$ cat config.mk
export PLATFORM = sky130hd
export DESIGN_NAME = pc_sequencer
export DESIGN_NICKNAME = d
export VERILOG_FILES = /design/src/rtl/cpu_pkg.sv /design/src/rtl/pc_sequencer.sv
export SDC_FILE = /design/constraint.sdc
export NUM_CORES = 1
export LEC_CHECK = 0
export BUFFER_PORTS_ARGS = -buffer_cell sky130_fd_sc_hd__buf_2
export CORE_MARGIN = 2
export CORE_UTILIZATION = 55
export CTS_BUF_LIST = sky130_fd_sc_hd__clkbuf_2 sky130_fd_sc_hd__clkbuf_4 sky130_fd_sc_hd__clkbuf_8
export DETAILED_ROUTE_END_ITERATION = 8
export PLACE_DENSITY = 0.94
export SLEW_MARGIN = 20
export SYNTH_ARGS = -nofsm -noshare
export SYNTH_HDL_FRONTEND = slang
export SYNTH_SLANG_ARGS = --single-unit
$ cat constraint.sdc
create_clock -name clk -period 2.3 [get_ports clk]
set_clock_uncertainty 0.15 [all_clocks]
set_input_delay 0.575 -clock clk [delete_from_list [all_inputs] [get_ports clk]]
set_output_delay 0.575 -clock clk [all_outputs]
set_load 0.02 [all_outputs]
$ cat src/rtl/cpu_pkg.sv
// Shared CPU control definitions.
// Holds the instruction-class codes seen by the PC sequencer, the PC source
// mux encodings, the exception cause codes and the default address of the
// first exception vector byte. exc_priority() resolves simultaneous
// exception flags to a single cause.
package cpu_pkg;

  typedef enum logic [2:0] {
    IC_SEQ = 3'd0,
    IC_BEQ = 3'd1,
    IC_BNE = 3'd2,
    IC_J   = 3'd3,
    IC_JR  = 3'd4,
    IC_RTE = 3'd5
  } instr_class_t;  // codes 6 and 7 are reserved

  typedef enum logic [2:0] {
    PCSRC_LS_CONTROL = 3'd0,  // LSControlOut (vector byte from memory)
    PCSRC_ALU_RESULT = 3'd1,  // aluResult
    PCSRC_ALU_OUT    = 3'd2,  // aluOutOut (branch target)
    PCSRC_SHIFT_L2   = 3'd3,  // shiftLeft2Out (jump target)
    PCSRC_EPC        = 3'd4   // epcOut
  } pcsrc_t;

  typedef enum logic [1:0] {
    EXC_NONE       = 2'd0,
    EXC_OP_INVALID = 2'd1,
    EXC_OVERFLOW   = 2'd2,
    EXC_DIV_ZERO   = 2'd3
  } exc_cause_t;

  localparam logic [7:0] VEC_BASE_DEFAULT = 8'd253;

  // opInvalid outranks overflow, which outranks divZero.
  function automatic exc_cause_t exc_priority(input logic op_invalid,
                                              input logic overflow,
                                              input logic div_zero);
    if (op_invalid)    return EXC_OP_INVALID;
    else if (overflow) return EXC_OVERFLOW;
    else if (div_zero) return EXC_DIV_ZERO;
    else               return EXC_NONE;
  endfunction

endpackage

$ cat src/rtl/pc_sequencer.sv
// Multicycle PC update sequencer.
// Once per instruction it picks the PC source mux select and strobes the PC
// write. Exceptions run EPC save -> vector byte read -> memory wait -> PC
// load from the load/store control output.
//
// Ports:
//   clk          clock, rising edge
//   reset        asynchronous, active-high
//   start        one-cycle pulse: instruction decoded, operands/flags valid
//   instrClass   instruction class (SEQ/BEQ/BNE/J/JR/RTE, 6-7 reserved)
//   zero         ALU zero flag, sampled at start
//   opInvalid    invalid-opcode exception, sampled at start
//   overflow     overflow exception, sampled at start
//   divZero      divide-by-zero exception, sampled at start
//   muxpcsource  PC source select; holds its last value when not driven
//   pcWrite      PC load strobe
//   epcWrite     EPC load strobe (datapath presents PC-4 on aluResult)
//   memRead      vector fetch read strobe
//   vecAddr      vector byte address, VEC_BASE + cause index
//   excCause     latched exception cause, held until the next start
//   busy         high whenever the sequencer is not idle
//   done         pulse in the PC write cycle or in a not-taken branch decision
//
// MEM_WAIT must lie in 1..7 (memory read latency in cycles).
module pc_sequencer
  import cpu_pkg::*;
#(
  parameter int         MEM_WAIT = 2,
  parameter logic [7:0] VEC_BASE = VEC_BASE_DEFAULT
) (
  input  logic       clk,
  input  logic       reset,
  input  logic       start,
  input  logic [2:0] instrClass,
  input  logic       zero,
  input  logic       opInvalid,
  input  logic       overflow,
  input  logic       divZero,
  output logic [2:0] muxpcsource,
  output logic       pcWrite,
  output logic       epcWrite,
  output logic       memRead,
  output logic [7:0] vecAddr,
  output logic [1:0] excCause,
  output logic       busy,
  output logic       done
);

  typedef enum logic [2:0] {
    S_IDLE,
    S_APPLY,
    S_EXC_EPC,
    S_EXC_READ,
    S_EXC_WAIT,
    S_EXC_LOAD
  } state_t;

  state_t     state_reg, state_next;
  logic [2:0] class_reg, class_next;
  logic       zero_reg, zero_next;
  exc_cause_t cause_reg, cause_next;
  logic [7:0] vec_reg, vec_next;
  logic [2:0] wait_cnt_reg, wait_cnt_next;
  pcsrc_t     mux_reg, mux_next;
  exc_cause_t start_cause;

  assign start_cause = exc_priority(opInvalid, overflow, divZero);

  always_ff @(posedge clk or posedge reset) begin
    if (reset) begin
      state_reg    <= S_IDLE;
      class_reg    <= 3'd0;
      zero_reg     <= 1'b0;
      cause_reg    <= EXC_NONE;
      vec_reg      <= 8'd0;
      wait_cnt_reg <= 3'd0;
      mux_reg      <= PCSRC_LS_CONTROL;
    end else begin
      state_reg    <= state_next;
      class_reg    <= class_next;
      zero_reg     <= zero_next;
      cause_reg    <= cause_next;
      vec_reg      <= vec_next;
      wait_cnt_reg <= wait_cnt_next;
      mux_reg      <= mux_next;
    end
  end

  // Next-state and output decode. Every output depends only on registered
  // state, so no input reaches an output combinationally.
  always_comb begin
    state_next    = state_reg;
    class_next    = class_reg;
    zero_next     = zero_reg;
    cause_next    = cause_reg;
    vec_next      = vec_reg;
    wait_cnt_next = wait_cnt_reg;
    mux_next      = mux_reg;
    pcWrite       = 1'b0;
    epcWrite      = 1'b0;
    memRead       = 1'b0;
    done          = 1'b0;

    case (state_reg)
      S_IDLE: begin
        if (start) begin
          class_next = instrClass;
          zero_next  = zero;
          cause_next = start_cause;
          if (start_cause != EXC_NONE) begin
            // Vector table starts at cause 1, hence the -1.
            vec_next   = VEC_BASE + 8'(start_cause) - 8'd1;
            state_next = S_EXC_EPC;
          end else begin
            state_next = S_APPLY;
          end
        end
      end

      S_APPLY: begin
        done = 1'b1;
        case (class_reg)
          IC_SEQ: begin mux_next = PCSRC_ALU_RESULT; pcWrite = 1'b1;      end
          IC_BEQ: begin mux_next = PCSRC_ALU_OUT;    pcWrite = zero_reg;  end
          IC_BNE: begin mux_next = PCSRC_ALU_OUT;    pcWrite = !zero_reg; end
          IC_J:   begin mux_next = PCSRC_SHIFT_L2;   pcWrite = 1'b1;      end
          IC_JR:  begin mux_next = PCSRC_ALU_RESULT; pcWrite = 1'b1;      end
          IC_RTE: begin mux_next = PCSRC_EPC;        pcWrite = 1'b1;      end
          default: ;  // reserved class: no-op, decoder raises opInvalid
        endcase
        state_next = S_IDLE;
      end

      S_EXC_EPC: begin
        epcWrite   = 1'b1;
        state_next = S_EXC_READ;
      end

      S_EXC_READ: begin
        memRead = 1'b1;
        if (MEM_WAIT > 1) begin
          wait_cnt_next = 3'(MEM_WAIT - 1);
          state_next    = S_EXC_WAIT;
        end else begin
          state_next = S_EXC_LOAD;
        end
      end

      S_EXC_WAIT: begin
        if (wait_cnt_reg <= 3'd1) begin
          wait_cnt_next = 3'd0;
          state_next    = S_EXC_LOAD;
        end else begin
          wait_cnt_next = wait_cnt_reg - 3'd1;
        end
      end

      S_EXC_LOAD: begin
        mux_next   = PCSRC_LS_CONTROL;
        pcWrite    = 1'b1;
        done       = 1'b1;
        state_next = S_IDLE;
      end

      default: state_next = S_IDLE;
    endcase
  end

  // In the cycles that set a new select, present it immediately; otherwise
  // the held value shows.
  assign muxpcsource = mux_next;
  assign vecAddr     = vec_reg;
  assign excCause    = cause_reg;
  assign busy        = (state_reg != S_IDLE);

endmodule

### After elaboration in Yosys (flattened, before gate mapping)

Index checks and enable logic that the tools add are counted.

| word-level totals | value |
|---|---|
| latch bits | 0 |
| output and inout port bits | 18 |
| bits in writable memories | 0 |
| flip-flop bits (word level) | 23 |
| memories kept | 0 |
| bits in read-only memories | 0 |
| logic and storage cells | 52 |
| bits of input ports | 10 |

| operators by class | value |
|---|---|
| multipliers | 0 |
| div/mod/pow operators | 0 |
| add/sub/neg operators | 3 |
| shift operators | 0 |
| reduce and logical (&&, ||, !) cells | 13 |
| order comparisons | 1 |
| eq/ne operators | 12 |
| bitwise logic cells | 0 |
| muxes and demuxes | 16 |

Operators by type and width:

| cell | count |
|---|---|
| $pmux 3 s4 | 2 |
| $eq 3x2->1 const B | 4 |
| $eq 3x3->1 const B | 4 |
| $pmux 3 s2 | 2 |
| $mux 3 | 3 |
| $mux 2 | 4 |
| $eq 3x1->1 const B | 2 |
| $logic_not 3->1 | 2 |
| $reduce_or 2->1 | 3 |
| $sub 4x2->5 const B | 1 |
| $add 3x3->4 const A | 1 |
| $ne 2x2->1 const B | 2 |
| $reduce_and 2->1 | 2 |
| $reduce_bool 2->1 | 2 |
| $reduce_or 4->1 | 1 |
| $le 3x1->1 const B | 1 |
| $mux 1 | 3 |
| $pmux 1 s3 | 1 |
| $reduce_and 3->1 | 1 |
| $reduce_bool 3->1 | 1 |
| $sub 3x1->3 const B | 1 |
| $pmux 1 s2 | 1 |
| $logic_not 1->1 | 1 |

### Depth between registers and ports, before layout

| logic depth | value |
|---|---|
| word-level depth | 7 |
| depth in mapped cells | 6 |
| depth with buffers taken out | 6 |

### Least setup slack after synthesis

No wires, ideal clock.

| timing | value |
|---|---|
| path type | flip-flop to output port |
| start | register state_reg[1] |
| end | output port muxpcsource[0] |
| data required time | 1.575 ns |
| arrival | 1.482 ns |
| stages on the path, launching flop included | 7 |
| path slack | 0.093 ns |
| cell sequence | dfrtp_1 buf_6 nand2b_4 buf_6 nor2_1 a21oi_1 o311ai_1 |

| on the way | value |
|---|---|
| longest elaborated chain between the ends | 2 |

RTL lines:

| what | RTL line | text |
|---|---|---|
| start: declaration | pc_sequencer.sv:58 | `state_t state_reg, state_next;` |
| start signal: assignment | pc_sequencer.sv:79 | `state_reg <= state_next;` |
| $eq 3x3->1 / $eq 3x1->1 (equally long branches) | pc_sequencer.sv:104 | `case (state_reg)` |
| $pmux 3 s2 (*) | pc_sequencer.sv:104 |  |
| end: declaration | pc_sequencer.sv:39 | `output logic [2:0] muxpcsource,` |

Mark *: on every way between the ends. The rest lies on a longest branch, timed or not.

### Worst setup path after layout

Same ends and word-level chain as after synthesis.

==> metrics <==
first-pass GRT wire length 2.870 mm; run status finished, final reports clean; Syn Area/Cell 9.088 sq um; CTS Sinks 18; hold buffers post-CTS 0; H-tree Lvls 1; GP Congestion 0.7849; Max FO, Critical Path 5; Slew Limit Headroom 0.5623; drt drc 0; most common cell in the netlist nand2_1; gr usage total 0.1850; FMAX 450.1 MHz; vias in the first global route 728; n_diodes 0; drt wl/cell 12.20 um; routed wire length 1.964 mm; Synth warnings 0; later-pin clock latency in the skew report 290 ps; Post-DRT Antenna Nets 0; post-DP HPWL 1.439 mm; clk slew on worst S/H paths 110 ps; crit end category primary output; worst r2r src state_reg[0]; Die Area 2175 sq um; initial antenna violation count 0; worst hold path class in -> async; Synth cell types 31; syn nets 122; r2r setup slk 610 ps; I/O Buffers 27; Core Area 1727 sq um; setup slack after layout 78.05 ps; Area growth syn-to-layout 17.27%; largest net degree at the start of global routing 19; cells after synthesis 110; Pre-Repair DR Iteration Count 4; Detailed Route Iter0 Violations 10; min Tclk post-route 2222 ps; Placed Area 1086 sq um; crit start category register; CTS tree built; leading area contributor after synthesis dfrtp_1; Max IR drop VDD 0.0006582 V; total gr overflow 0; Leakage 0.0005734 uW; CTS Buf Count 3; pre-CTS WS 231.8 ps; DR vias/cell 5.416; most instantiated cells after synthesis 22 x nand2_1, 18 x dfrtp_1, 10 x nor2_1; Final #Nets 149; Std-Cell Rows 15; CTS Buffer Depth 2; # IOs 28; Hold Fails Final Rpt 0; pwr/cell area 1487 nW/um^2; Post-synth EDFFs 0; Post-Layout Inst Area 1172 sq um; Fin Setup TNS 0 ps; die width 46.64 um; Synth top area share 0.4506; synth top area cells dfrtp_1 45%, nand2_1 8.3%, buf_6 4.5%; Initial Util 0.5790; #FFs+latches synth 18; Final period util 0.9661; Clock Tree Root clkbuf_4; Async SR Flop Fraction 1.000; overall power 1744 uW; RSZ-0062 raised after global routing true; Setup Viol. Count Final 0; count of pins over their slew limit 0; Max-cap violations 0; fraction of layout cells with a size suffix above 1 0.3456; die height 46.64 um; cell area after synthesis 999.7 sq um; Worst setup startpoint state_reg[1]; Primary FF master, synth dfrtp_1; Crit Path Class reg -> out; Seq/Total Area, Yosys 0.4506; via count 872; actual slew at the worst max-slew pin 655.8 ps; data required time of the worst path 1570 ps; Filler Cells Inserted 136; WP data arrival 1500 ps
[worst paths after layout]
check | endpoint | cells after the start
max reg2reg | vecAddr[0] | 5
min in group clk | zero_reg | 3
min reg2reg | excCause[1] | 2
min | vecAddr[1] | 2
max in group asynchronous | state_reg[2] | 2
max | muxpcsource[0] | 5
[metrics by stage]
stage / util / hold slack, ps / std cells
after global routing: 0.6790 / 277.3 / 161
after detailed placement: 0.6290 / 311.5 / 153
after CTS: 0.6507 / 228.8 / 157
final: 0.6790 / 206.1 / 161
after global placement: 0.6290 / 306.8 / 153
after floorplan: - / 312.5 / 110
[report_power, final]
part           internal [uW]  switching [uW]  total [uW]
Sequential               461             163         624
Clock                   96.3            94.7         191
Combinational            397             532         929
Total                    954             790        1740
[what timing repair did]
| item | CTS | global route |
|---|---|---|
| pin swaps | 0 | 1 |
| gates resized for setup | 1 | 8 |
| hold endpoints to repair | 0 | 0 |
| cloned | 0 | 1 |
| buffers inserted | 0 | 3 |
| setup endpoints to repair | 2 | 3 |
[kinds of logic (layout without fill, tap and decap cells)]
family | after synthesis | count (layout) | share of synthesized area
compound gates | 28 | 28 | 0.1927
buf+inv | 17 | 42 | 0.1139
fa+ha+maj | 2 | 2 | 0.02503
flops | 18 | 18 | 0.4506
simple gates | 45 | 46 | 0.2178
[cells in the final DEF, fill, tap and decap left out, types with 4 or more instances in the layout]
master / instances
buf_2: 25
nand2_1: 22
dfrtp_1: 15
nor2_1: 9
a21oi_1: 8
inv_1: 7
buf_4: 6
o31ai_1: 4
[routing by layer]
| layer | up-vias | GRT usage | wire length (um) |
|---|---|---|---|
| li1 | 425 | - | - |
| met4 | 0 | 0.07778 | 10 |
| met2 | 25 | 0.3056 | 1042 |
| met5 | - | 0 | 0 |
| met1 | 420 | 0.2353 | 822 |
| met3 | 2 | 0.03529 | 88 |
[area by class of cell]
cell class              count  area, sq um  area share
clock buffers               4        36.28     0.03095
inverters                   7        26.28     0.02241
multi-input cells          76        454.2      0.3874
flip-flops and latches     18        454.2      0.3874
well taps                  25        31.28     0.02668
repair buffers             31        170.2      0.1451
[worst max-delay path, stage by stage (launching register included)]
cell and delay (ps):
dfrtp_1 410, nand2b_4 170, nor2_2 80, a21oi_1 60, o311ai_2 300, buf_4 200
Note: power is estimated with default switching activity, not from simulation.
